[src/rtl/uart_prog_loader_pkg.sv]
// Shared types and UART framing constants for the instruction-ROM UART loader.
// Both FSM encodings live here so checkers and the bench can decode debug state.
package uart_prog_loader_pkg;

   typedef enum logic [1:0] {
      ST_HDR0 = 2'd0,
      ST_HDR1 = 2'd1,
      ST_DATA = 2'd2,
      ST_DONE = 2'd3
   } load_state_t;

   typedef enum logic [1:0] {
      RX_IDLE  = 2'd0,
      RX_START = 2'd1,
      RX_DATA  = 2'd2,
      RX_STOP  = 2'd3
   } rx_state_t;

   localparam int   UART_DATA_BITS = 8;
   localparam int   UART_STOP_BITS = 1;
   localparam logic UART_IDLE_LVL  = 1'b1;

   // Width of the little-endian word-count header.
   localparam int   HDR_W          = 16;

endpackage

[src/rtl/uart_prog_loader_rx.sv]
// 8N1 UART byte receiver: 2-FF synchroniser, mid-bit sampling timer, LSB-first shifter.
// rx_valid_o is a one-cycle pulse with rx_byte_o valid in that cycle; there is no ready.
module uart_rx_byte
   import uart_prog_loader_pkg::*;
#(
   parameter int CLKS_PER_BIT = 868
) (
   input  logic                      clock,
   input  logic                      reset,
   input  logic                      clr_i,
   input  logic                      rx_i,
   output logic                      rx_valid_o,
   output logic [UART_DATA_BITS-1:0] rx_byte_o,
   output logic                      frame_err_o,
   output rx_state_t                 state_o
);

   localparam int                   CNT_W     = $clog2(CLKS_PER_BIT);
   localparam logic [CNT_W-1:0]     HALF_LAST = CNT_W'(CLKS_PER_BIT / 2 - 1);
   localparam logic [CNT_W-1:0]     BIT_LAST  = CNT_W'(CLKS_PER_BIT - 1);
   localparam int                   IDX_W     = $clog2(UART_DATA_BITS);
   localparam logic [IDX_W-1:0]     DATA_LAST = IDX_W'(UART_DATA_BITS - 1);
   localparam logic [IDX_W-1:0]     STOP_LAST = IDX_W'(UART_STOP_BITS - 1);

   logic                      rx_meta_q;
   logic                      rx_sync_q;
   logic                      rx_prev_q;
   rx_state_t                 state_q;
   logic [CNT_W-1:0]          tmr_q;
   logic [CNT_W-1:0]          tmr_d;
   logic [IDX_W-1:0]          bit_q;
   logic [UART_DATA_BITS-1:0] shift_q;
   logic [UART_DATA_BITS-1:0] byte_q;
   logic                      valid_q;
   logic                      ferr_q;
   logic                      start_edge_d;

   assign tmr_d        = tmr_q + 1'b1;
   assign start_edge_d = (rx_prev_q == UART_IDLE_LVL) && (rx_sync_q != UART_IDLE_LVL);

   always_ff @(posedge clock or negedge reset) begin
      if (!reset) begin
         rx_meta_q <= UART_IDLE_LVL;
         rx_sync_q <= UART_IDLE_LVL;
         rx_prev_q <= UART_IDLE_LVL;
         state_q   <= RX_IDLE;
         tmr_q     <= '0;
         bit_q     <= '0;
         shift_q   <= '0;
         byte_q    <= '0;
         valid_q   <= 1'b0;
         ferr_q    <= 1'b0;
      end else begin
         rx_meta_q <= rx_i;
         rx_sync_q <= rx_meta_q;
         rx_prev_q <= rx_sync_q;
         valid_q   <= 1'b0;
         ferr_q    <= 1'b0;
         tmr_q     <= tmr_d;
         if (clr_i) begin
            state_q <= RX_IDLE;
            tmr_q   <= '0;
            bit_q   <= '0;
         end else begin
            case (state_q)
               RX_IDLE: begin
                  tmr_q <= '0;
                  bit_q <= '0;
                  if (start_edge_d) state_q <= RX_START;
               end
               RX_START: begin
                  // Line back high at mid-start means a glitch, not a frame.
                  if (tmr_q == HALF_LAST) begin
                     tmr_q   <= '0;
                     state_q <= (rx_sync_q == UART_IDLE_LVL) ? RX_IDLE : RX_DATA;
                  end
               end
               RX_DATA: begin
                  if (tmr_q == BIT_LAST) begin
                     tmr_q   <= '0;
                     shift_q <= {rx_sync_q, shift_q[UART_DATA_BITS-1:1]};
                     bit_q   <= bit_q + 1'b1;
                     if (bit_q == DATA_LAST) begin
                        bit_q   <= '0;
                        state_q <= RX_STOP;
                     end
                  end
               end
               RX_STOP: begin
                  if (tmr_q == BIT_LAST) begin
                     tmr_q <= '0;
                     if (rx_sync_q != UART_IDLE_LVL) begin
                        ferr_q  <= 1'b1;
                        state_q <= RX_IDLE;
                     end else if (bit_q == STOP_LAST) begin
                        valid_q <= 1'b1;
                        byte_q  <= shift_q;
                        state_q <= RX_IDLE;
                     end else begin
                        bit_q <= bit_q + 1'b1;
                     end
                  end
               end
               default: state_q <= RX_IDLE;
            endcase
         end
      end
   end

   assign rx_valid_o  = valid_q;
   assign rx_byte_o   = byte_q;
   assign frame_err_o = ferr_q;
   assign state_o     = state_q;

endmodule

[src/rtl/uart_prog_loader.sv]
// UART instruction-ROM programmer: 16-bit LE word count, then that many 32-bit LE words,
// one upg_wen_o strobe per word at consecutive addresses, then a sticky upg_done_o.
module uart_prog_loader
   import uart_prog_loader_pkg::*;
#(
   parameter int CLKS_PER_BIT = 868,
   parameter int ADDR_W       = 14
) (
   input  logic              clock,
   input  logic              reset,
   input  logic              upg_rst_i,
   input  logic              rx_i,
   output logic              upg_clk_o,
   output logic              upg_wen_o,
   output logic [ADDR_W-1:0] upg_adr_o,
   output logic [31:0]       upg_dat_o,
   output logic              upg_done_o,
   output logic              err_o,
   output load_state_t       dbg_state_o,
   output rx_state_t         dbg_rx_state_o
);

   // ADDR_W must stay below HDR_W so the full ROM depth is representable as a count.
   localparam logic [HDR_W-1:0] ROM_DEPTH = HDR_W'(2 ** ADDR_W);

   logic              rx_valid;
   logic [7:0]        rx_byte;
   logic              rx_ferr;

   load_state_t       state_q;
   logic [HDR_W-1:0]  cnt_q;
   logic [1:0]        byte_idx_q;
   logic [23:0]       dat_q;
   logic [ADDR_W:0]   widx_q;
   logic              wen_q;
   logic [ADDR_W-1:0] adr_q;
   logic [31:0]       wdat_q;
   logic              done_q;
   logic              err_q;

   logic [HDR_W-1:0]  hdr_n_d;
   logic [ADDR_W:0]   widx_d;

   uart_rx_byte #(
      .CLKS_PER_BIT (CLKS_PER_BIT)
   ) u_rx (
      .clock       (clock),
      .reset       (reset),
      .clr_i       (upg_rst_i),
      .rx_i        (rx_i),
      .rx_valid_o  (rx_valid),
      .rx_byte_o   (rx_byte),
      .frame_err_o (rx_ferr),
      .state_o     (dbg_rx_state_o)
   );

   assign hdr_n_d = {rx_byte, cnt_q[7:0]};
   assign widx_d  = widx_q + 1'b1;

   always_ff @(posedge clock or negedge reset) begin
      if (!reset) begin
         state_q    <= ST_HDR0;
         cnt_q      <= '0;
         byte_idx_q <= '0;
         dat_q      <= '0;
         widx_q     <= '0;
         wen_q      <= 1'b0;
         adr_q      <= '0;
         wdat_q     <= '0;
         done_q     <= 1'b0;
         err_q      <= 1'b0;
      end else if (upg_rst_i) begin
         state_q    <= ST_HDR0;
         cnt_q      <= '0;
         byte_idx_q <= '0;
         dat_q      <= '0;
         widx_q     <= '0;
         wen_q      <= 1'b0;
         adr_q      <= '0;
         wdat_q     <= '0;
         done_q     <= 1'b0;
         err_q      <= 1'b0;
      end else begin
         wen_q <= 1'b0;
         if (rx_ferr) err_q <= 1'b1;
         case (state_q)
            ST_HDR0: begin
               if (rx_valid) begin
                  cnt_q[7:0] <= rx_byte;
                  state_q    <= ST_HDR1;
               end
            end
            ST_HDR1: begin
               if (rx_valid) begin
                  byte_idx_q <= '0;
                  if (hdr_n_d == '0) begin
                     cnt_q   <= hdr_n_d;
                     done_q  <= 1'b1;
                     state_q <= ST_DONE;
                  end else if (hdr_n_d > ROM_DEPTH) begin
                     cnt_q   <= ROM_DEPTH;
                     err_q   <= 1'b1;
                     state_q <= ST_DATA;
                  end else begin
                     cnt_q   <= hdr_n_d;
                     state_q <= ST_DATA;
                  end
               end
            end
            ST_DATA: begin
               if (rx_valid) begin
                  byte_idx_q <= byte_idx_q + 1'b1;
                  case (byte_idx_q)
                     2'd0: dat_q[7:0]   <= rx_byte;
                     2'd1: dat_q[15:8]  <= rx_byte;
                     2'd2: dat_q[23:16] <= rx_byte;
                     default: begin
                        wen_q  <= 1'b1;
                        adr_q  <= widx_q[ADDR_W-1:0];
                        wdat_q <= {rx_byte, dat_q};
                     end
                  endcase
               end
               // Index advances the cycle after the strobe; the widened index makes
               // a full-depth count terminate without the address ever wrapping.
               if (wen_q) begin
                  widx_q <= widx_d;
                  if (HDR_W'(widx_d) == cnt_q) begin
                     done_q  <= 1'b1;
                     state_q <= ST_DONE;
                  end
               end
            end
            ST_DONE: begin
               done_q <= 1'b1;
            end
            default: state_q <= ST_HDR0;
         endcase
      end
   end

   assign upg_clk_o   = clock;
   assign upg_wen_o   = wen_q;
   assign upg_adr_o   = adr_q;
   assign upg_dat_o   = wdat_q;
   assign upg_done_o  = done_q;
   assign err_o       = err_q;
   assign dbg_state_o = state_q;

endmodule

[config.mk]
export PLATFORM = sky130hd
export DESIGN_NAME = uart_prog_loader
export DESIGN_NICKNAME = d
export VERILOG_FILES = /design/src/rtl/uart_prog_loader_pkg.sv /design/src/rtl/uart_prog_loader_rx.sv /design/src/rtl/uart_prog_loader.sv
export SDC_FILE = /design/constraint.sdc
export NUM_CORES = 1
export LEC_CHECK = 0
export CAP_MARGIN = 15
export CORE_UTILIZATION = 58
export CTS_BUF_LIST = sky130_fd_sc_hd__clkbuf_4 sky130_fd_sc_hd__clkbuf_8
export DETAILED_ROUTE_END_ITERATION = 8
export PLACE_DENSITY = 0.78
export SETUP_SLACK_MARGIN = 0.02
export SYNTH_ARGS = -nofsm -noshare
export SYNTH_HDL_FRONTEND = slang
export SYNTH_SLANG_ARGS = --single-unit
[constraint.sdc]
create_clock -name clock -period 3.4 [get_ports clock]
set_clock_uncertainty 0.05 [all_clocks]
set_input_delay 0.68 -clock clock [delete_from_list [all_inputs] [get_ports clock]]
set_output_delay 0.68 -clock clock [all_outputs]
set_load 0.02 [all_outputs]
==> qor.csv, run 1 <==
metric;value;unit
regArea;3610;um^2
dieArea;12100;um^2
hold_viol;0;
routed_via_density;5.65;
irDropWorstVdd;366;uV
final_nets;764;
synth_nets;715;
maxCapViolCount;0;
yosys-top-cells-area;dfrtp_1, nand2_1, a21oi_1;
yosysWarningCount;0;
ys_seq_area_share;53.4;%
slowest_delay;520;ps
synth_common_cells;nand2_1, dfrtp_1, a21oi_1;
cts_setup_buffers;0;
cts_tree;done;
power.switching;0.940;mW
num_rows;39;
groute.usage.overall;26.4;%
crit_family;buffers and inverters;
cp_max_fo;2;
rsz0062_at_grt;false;
synth_top_family_by_area;simple AND/OR/NAND/NOR gates;
final_antenna_net_count;0;
synthCells;692;
setup.worst_path.end_class;output port;
grt_pass1_vias;4841;
multiInputGateArea;2940;um^2
synth_xor_area_share;4.93;%
vias;5059;
synth-edff-count;0;
antenna_found_initial;0;
finalPower;3.63;mW
crit_required;2670;ps
ys_seq_elements;144;
crit_chain;clkbuf_8, clkbuf_8, clkdlybuf4s50_1;
fillers;891;
fin_ws;224;ps
start_util;59.4;%
synth_compound_area_share;9.61;%
crit_type;clock port to output port;
hold_buffers;0;
grt_max_degree;81;
syn_to_final_growth;16.3;%
pwr-share-comb;10.8;%
p_seq_share;48.7;%
min_path_type;input port to async pin;
dp_slack;462;ps
initialDrtViolationCount;405;
power.density;462;nW/um^2
synth.avg_cell_area;9.76;um^2
drt_wl_total;14.6;mm
start_kind;clock port;
power_frac_clock;40.5;%
finalMaxSlewViolations;0;
grt_pass1_wl;23.8;mm
overflow;0;
drive_gt1_share;10.5;%
die_h;110;um
synthDistinctLibCells;59;
synthSimpleGateAreaFrac;20.1;%
yosysMostFrequentCell;nand2_1;
swShare;25.9;%
dieWidth;110;um
post_cts_resized;0;
crit_path_frequent_cell;clkbuf_8;
crit_buf_inv;3;
fin_setup_tns;0;ps
core_area;11400;um^2
yosysTopAreaCell;dfrtp_1;
synth_area;6760;um^2
ios;58;
post-dp-hpwl;10.1;mm
drcViolationCount;0;
synthMuxAreaShare;5.28;%
numPortBuffers;57;
yosys.area.top_type_share;52.2;%
p_int;2.69;mW
worstPathArrival;2450;ps
gp_congestion;0.937;
synth_flop_cell;dfrtp_1;
drtPass1Iterations;5;
worst_pin_slew;991;ps
num_antenna_cells;0;
synth_fa_ha_area_share;3.52;%
finalSetupViolCount;0;
insertion_delay;560;ps
async_flop_share;100;%
outcome;completed;
routedWlPerCell;16.3;um
crit_slowest_cell;clkdlybuf4s50_1;
leakagePower;3.34;nW
clkTransAtPathRegs;80;ps
relSlewSlack;33.9;%
==> cell type report <==
type	count	share of cell area (%)
Clock buffer	25	4.25
Clock inverter	9	1.39
Inverter	14	0.669
Multi-Input combinational cell	495	37.4
Sequential cell	144	45.9
Tap cell	143	2.28
Timing Repair Buffer	65	8.11
==> stage by stage <==
| stage | hold slack (ps) | cells | instance area (um^2) | utilization [%] |
|---|---|---|---|---|
| global placement | 297 | 862 | 7420 | 65.3 |
| global route | 160 | 895 | 7860 | 69.1 |
| CTS | 125 | 895 | 7860 | 69.1 |
| finish | 104 | 895 | 7860 | 69.1 |
| floorplan | 295 | 692 | 6760 | - |
| detailed placement | 303 | 862 | 7420 | 65.3 |
==> logic make-up (layout without fill, tap and decap cells) <==
| family | after synthesis | in the layout |
|---|---|---|
| and+or+nand+nor | 293 | 293 |
| DFF | 144 | 144 |
| AOI/OAI and AO/OA | 116 | 116 |
| buffers and inverters | 53 | 113 |
| xor gates and xnor gates | 38 | 38 |
| muxes | 29 | 29 |
| adders and majority gates | 19 | 19 |
==> registers in the layout, indices dropped and copies added (netlist names), 2 cells and up <==
| name | count |
|---|---|
| u_rx.tmr_q | 10 |
| u_rx.shift_q | 8 |
| u_rx.bit_q | 3 |
| byte_idx_q | 2 |
| u_rx.state_o | 2 |
| cnt_q | 16 |
| upg_dat_o | 32 |
| upg_adr_o | 14 |
| dat_q | 24 |
| widx_q | 15 |
| u_rx.rx_byte_o | 8 |
| dbg_state_o | 2 |
==> final timing paths <==
| path | start | end | slack (ps) | cells past startpoint |
|---|---|---|---|---|
| max | clock | upg_clk_o | 220 | 3 |
| min | reset | upg_dat_o[3] | 100 | 1 |
| max reg2reg | widx_q[0] | dbg_state_o[0] | 740 | 7 |
| min reg2reg | u_rx.rx_meta_q | u_rx.rx_sync_q | 310 | 0 |
| max in group asynchronous | reset | u_rx.rx_meta_q | 2410 | 2 |
| min in group clock | u_rx.rx_meta_q | u_rx.rx_sync_q | 310 | 0 |
==> routing by layer <==
metal	routed length [um]	global-route usage (%)	part of all wire (%)
met2	6930	41.5	47
met4	195	9.05	1.3
met3	668	6.34	4.6
met1	6820	36.0	47
met5	0	0	0
==> cells in the final DEF, fill, tap and decap left out, types with 14 or more instances in the layout <==
cell | netlist | final
nand2_1 | 145 | 145
dfrtp_1 | 141 | 141
a21oi_1 | 62 | 62
clkdlybuf4s50_1 | 0 | 55
nor2_1 | 52 | 52
o21ai_0 | 29 | 29
xnor2_1 | 23 | 23
clkbuf_8 | 0 | 23
nand3_1 | 22 | 22
ha_1 | 19 | 19
mux2_2 | 16 | 16
xor2_1 | 15 | 15
inv_1 | 14 | 14
==> power by group through the flow <==
stage	sequential, mW	clock, mW	combinational [mW]
after floorplan	1.82	0.0344	0.221
after global placement	1.80	0.0395	0.371
after detailed placement	1.80	0.0395	0.390
after CTS	1.77	1.49	0.393
after global routing	1.77	1.57	0.435
final	1.77	1.47	0.390
No activity file was read; power rests on OpenSTA's default activity.
==> run 2, diff against run 1 <==
--- a/constraint.sdc
+++ b/constraint.sdc
@@ -3,3 +3,3 @@
 set_input_delay 0.68 -clock clock [delete_from_list [all_inputs] [get_ports clock]]
 set_output_delay 0.68 -clock clock [all_outputs]
-set_load 0.02 [all_outputs]
+set_load 0.005 [all_outputs]
==> results of run 2 <==
Same layout as run 1 (identical final DEF). Status: completed.
Main changes from that run: setup slack after placement 462 ps -> 556 ps; setup slack after layout 224 ps -> 317 ps; total power 3.63 mW -> 3.59 mW; worst IR drop on VDD 366 uV -> 364 uV
